File: config.mk
export PLATFORM = sky130hd
export DESIGN_NAME = enc_2_in_pack
export DESIGN_NICKNAME = d
export VERILOG_FILES = /design/src/rtl/enc_2_in_pack.sv
export SDC_FILE = /design/constraint.sdc
export NUM_CORES = 1
export LEC_CHECK = 0
export CORE_MARGIN = 2
export CORE_UTILIZATION = 48
export DETAILED_ROUTE_END_ITERATION = 8
export GPL_TIMING_DRIVEN = 0
export PLACE_DENSITY = 0.79
export SYNTH_ARGS = -nofsm -noshare
export SYNTH_HDL_FRONTEND = slang
export SYNTH_SLANG_ARGS = --single-unit
export TNS_END_PERCENT = 1
File: constraint.sdc
create_clock -name clk -period 1.75 [get_ports clk]
set_input_delay 0.35 -clock clk [delete_from_list [all_inputs] [get_ports clk]]
set_output_delay 0.35 -clock clk [all_outputs]
set_load 0.03 [all_outputs]
File: src/rtl/enc_2_in_pack.sv
// enc_2_in_pack: collects N serial elements into one packed enc_2 x vector.
// Optional ReLU on accept; vector held until the consumer acks it.
module enc_2_in_pack #(
  parameter int BITSIZE = 16,
  parameter int N       = 6
) (
  input  logic                 clk,
  input  logic                 reset,
  input  logic                 clear,
  input  logic [BITSIZE-1:0]   in_data,
  input  logic                 in_valid,
  output logic                 in_ready,
  input  logic                 relu_en,
  output logic [BITSIZE*N-1:0] x,
  output logic                 x_valid,
  input  logic                 x_ack,
  output logic [2:0]           count
);

  typedef enum logic {
    FILL,
    FULL
  } state_e;

  state_e                state_q, state_d;
  logic [BITSIZE*N-1:0]  x_q, x_d;
  logic [2:0]            count_q, count_d;
  logic                  x_valid_q, x_valid_d;
  logic                  in_ready_q, in_ready_d;
  logic [BITSIZE-1:0]    elem;
  logic                  accept;

  assign elem   = (relu_en && in_data[BITSIZE-1]) ? '0 : in_data;
  assign accept = in_valid && in_ready_q && (state_q == FILL);

  always_comb begin
    state_d    = state_q;
    x_d        = x_q;
    count_d    = count_q;
    x_valid_d  = x_valid_q;
    in_ready_d = in_ready_q;
    if (clear) begin
      state_d    = FILL;
      x_d        = '0;
      count_d    = '0;
      x_valid_d  = 1'b0;
      in_ready_d = 1'b1;
    end else begin
      unique case (state_q)
        FILL: begin
          // ready rises on the first edge after reset release
          in_ready_d = 1'b1;
          if (accept) begin
            for (int i = 0; i < N; i++) begin
              if (count_q == 3'(i)) begin
                x_d[BITSIZE*(N-i)-1 -: BITSIZE] = elem;
              end
            end
            if (count_q == 3'(N-1)) begin
              state_d    = FULL;
              x_valid_d  = 1'b1;
              in_ready_d = 1'b0;
              count_d    = 3'(N);
            end else begin
              count_d = count_q + 3'd1;
            end
          end
        end
        FULL: begin
          if (x_ack) begin
            state_d    = FILL;
            x_valid_d  = 1'b0;
            in_ready_d = 1'b1;
            count_d    = '0;
          end
        end
      endcase
    end
  end

  always_ff @(posedge clk or negedge reset) begin
    if (!reset) begin
      state_q    <= FILL;
      x_q        <= '0;
      count_q    <= '0;
      x_valid_q  <= 1'b0;
      in_ready_q <= 1'b0;
    end else begin
      state_q    <= state_d;
      x_q        <= x_d;
      count_q    <= count_d;
      x_valid_q  <= x_valid_d;
      in_ready_q <= in_ready_d;
    end
  end

  assign x        = x_q;
  assign x_valid  = x_valid_q;
  assign in_ready = in_ready_q;
  assign count    = count_q;

endmodule

==> flow_metrics.env <==
export IMPL_clkPwrFrac_pct=33.8
export IMPL_leakagePower_nw=3.52
export IMPL_critPathLaunch="count[2]$_DFFE_PN0P_"
export IMPL_die_area_um2=10300
export IMPL_syn_area_per_cell_um2=12.8
export IMPL_slowest_delay_ns=0.52
export IMPL_wl_per_cell_um=18.6
export IMPL_cap_violations=0
export IMPL_crit_chain="dlygate4sd2_1"
export IMPL_holdCritPathClass="in -> async"
export IMPL_syn_cell_area_um2=4550
export IMPL_die_w_um=101
export IMPL_syn_inst=354
export IMPL_layout_setup_ws_ns=0.0800
export IMPL_initial_core_util_pct=49.4
export IMPL_yosys_top_cells_count="dfrtp_1 (102), nand2b_1 (65), mux2i_1 (64), nand3b_1 (30), clkbuf_1 (16)"
export IMPL_first_global_vias=3392
export IMPL_vias=3285
export IMPL_synth_top_area_share_pct=56.1
export IMPL_slew_limit_headroom_pct=54.7
export IMPL_path_max_fanout=6
export IMPL_final_cells=606
export IMPL_synth_ff_type="dfrtp_1"
export IMPL_seq_area_frac_synth_pct=56.1
export IMPL_switching_share_pct=26.7
export IMPL_dp_cells=588
export IMPL_clk_pin_slew_ns=0.09
export IMPL_htreeDepth=3
export IMPL_grt_setup_unrepaired="true"
export IMPL_grt_pass1_wl_mm=17.9
export IMPL_ctsRootBufferMaster="clkbuf_8"
export IMPL_p_sw_mw=1.30
export IMPL_clock_latency_ns=0.37
export IMPL_clock_path_buffers=2
export IMPL_hold_viol_final=0
export IMPL_drt_iter0_drc=104
export IMPL_synthTopCellsByArea="dfrtp_1 (56%), mux2i_1 (14%), nand2b_1 (8.9%)"
export IMPL_wl_mm=11.3
export IMPL_postSynth_asyncResetShare_pct=100
export IMPL_groute_usage_overall_pct=23.2
export IMPL_synth_edf_count=0
export IMPL_core_um2=9200
export IMPL_layout_drive_gt1_share_pct=8.89
export IMPL_yosysUniqueCellTypes=34
export IMPL_pin_count=123
export IMPL_dr_pass1_iters=6
export IMPL_diodes=0
export IMPL_cts_tree="done"
export IMPL_period_needed_ns=1.67
export IMPL_slowest_stage="dfrtp_1"
export IMPL_yosysTopAreaCell="dfrtp_1"
export IMPL_path_delay_family="flip-flops"
export IMPL_io_buffer_count=122
export IMPL_path_buf_inv=1
export IMPL_cp_start_kind="flop"
export IMPL_setup_violations=0
export IMPL_yosysMostFrequentCell="dfrtp_1"
export IMPL_worst_pin_slew_ns=0.680
export IMPL_fillers=760
export IMPL_synth_nets=381
export IMPL_p_per_area_nw_per_um2=795
export IMPL_antenna_found_initial=0
export IMPL_use_met2_pct=37.9
export IMPL_rr_startpoint="count[1]$_DFFE_PN0P_"
export IMPL_p_seq_share_pct=51.0
export IMPL_gr_total_overflow=0
export IMPL_grt_max_degree=53
export IMPL_end_kind="primary output"
export IMPL_ys_ff_latch=102
export IMPL_critical_path_class="reg -> out"
export IMPL_post_dp_hpwl_mm=8.29
export IMPL_ant_nets=0
export IMPL_cts_hold_buffers_added=0
export IMPL_cts_buffers=9
export IMPL_dp_slack_ns=-0.284
export IMPL_peakVddDrop_mv=0.447
export IMPL_max_freq_mhz=599
export IMPL_yosysWarnings=0
export IMPL_status="finished, final reports clean"
export IMPL_final_period_utilization_pct=95.4
export IMPL_placed_area_um2=5930
export IMPL_via_per_inst=5.42
export IMPL_comb_power_share_pct=15.2
export IMPL_cts_sinks=102
export IMPL_final_nets=518
export IMPL_drc_errors=0
export IMPL_gp_congestion=0.822
export IMPL_use_met1_pct=31.9
export IMPL_skew_ns=0.00712
export IMPL_rows=35
export IMPL_arrival_ns=1.32
export IMPL_die_h_um=101
export IMPL_fin_area_um2=6090
export IMPL_slew_violations=0
export IMPL_total_power_mw=4.85
export IMPL_p_int_mw=3.55
export IMPL_required_ns=1.40
export IMPL_area_growth_pct=34.0
export IMPL_gr_usage_met3_pct=4.55
export IMPL_top_usage_layer="met2"
flip-flops by register name, summed over array words and instances, names as in the netlist:
name / count
count: 3
in_ready: 1
x: 96
x_valid: 1
state_q: 1
final timing paths:
path | end | slack [ns] | cells past startpoint
setup / recovery | count[2] | 0.08 | 1
hold / removal | x[18]$_DFFE_PN0P_ | 0.02 | 1
setup reg to reg | x[6]$_DFFE_PN0P_ | 0.10 | 6
hold reg to reg | x[1]$_DFFE_PN0P_ | 0.50 | 1
max in group asynchronous | x[57]$_DFFE_PN0P_ | 1.05 | 2
min in group clk | x[1]$_DFFE_PN0P_ | 0.50 | 1
cells by family (layout without fill, tap and decap cells):
group / count (synthesis) / count (layout) / share of synthesized area [%]
buf+inv: 27 / 168 / 3.27
compound gates: 39 / 39 / 6.82
flops: 102 / 102 / 56.1
mux: 65 / 65 / 14.3
simple gates: 116 / 116 / 18.1
fa+ha+maj: 5 / 5 / 1.38
what timing repair did:
action | 4_1_cts | 5_1_grt
setup endpoints to repair | 100 | 39
resized for setup | 94 | 19
setup buffers | 0 | 3
pin swaps | 0 | 1
per-layer routing:
layer	part of all wire (%)	vias up
met3	4.7	10
met1	45	1654
li1	-	1517
met4	0.94	0
met2	49	104
met5	0	-
layout make-up:
type	instances	area [um2]	area share (%)
Sequential cell	102	2550	41.9
Buffer	24	144	2.36
Tap cell	111	139	2.28
Multi-Input combinational cell	225	1850	30.3
Timing Repair Buffer	126	1180	19.3
Clock inverter	5	82.6	1.36
Inverter	3	13.8	0.226
Clock buffer	10	138	2.26
metrics by stage:
step	util (%)	hold slack (ns)	TNS, ns
finish	66.2	0.0183	0
global route	66.2	0.0446	-0.0930
CTS	65.7	0.0269	0
detailed placement	64.5	0.425	-17.92
global placement	64.2	0.479	-364.49
floorplan	-	0.0544	0
power by group through the flow:
stage,Combinational [mW],Clock [mW],Sequential [mW]
floorplan,0.307,0,2.65
global placement,0.765,0,2.52
detailed placement,0.782,0,2.52
CTS,0.742,1.66,2.47
global route,0.790,1.75,2.48
finish,0.734,1.64,2.47
cell usage in the layout, fill, tap and decap left out, types with 10 or more instances in the layout:
cell             count
dfrtp_1            102
clkdlybuf4s50_1     20
o21ai_0             11
clkbuf_1            11
nand3b_1            30
a32o_1              15
clkbuf_8            10
nand2b_1            65
dlygate4sd2_1       92
mux2i_1             64
No activity file was read; power rests on OpenSTA's default activity.
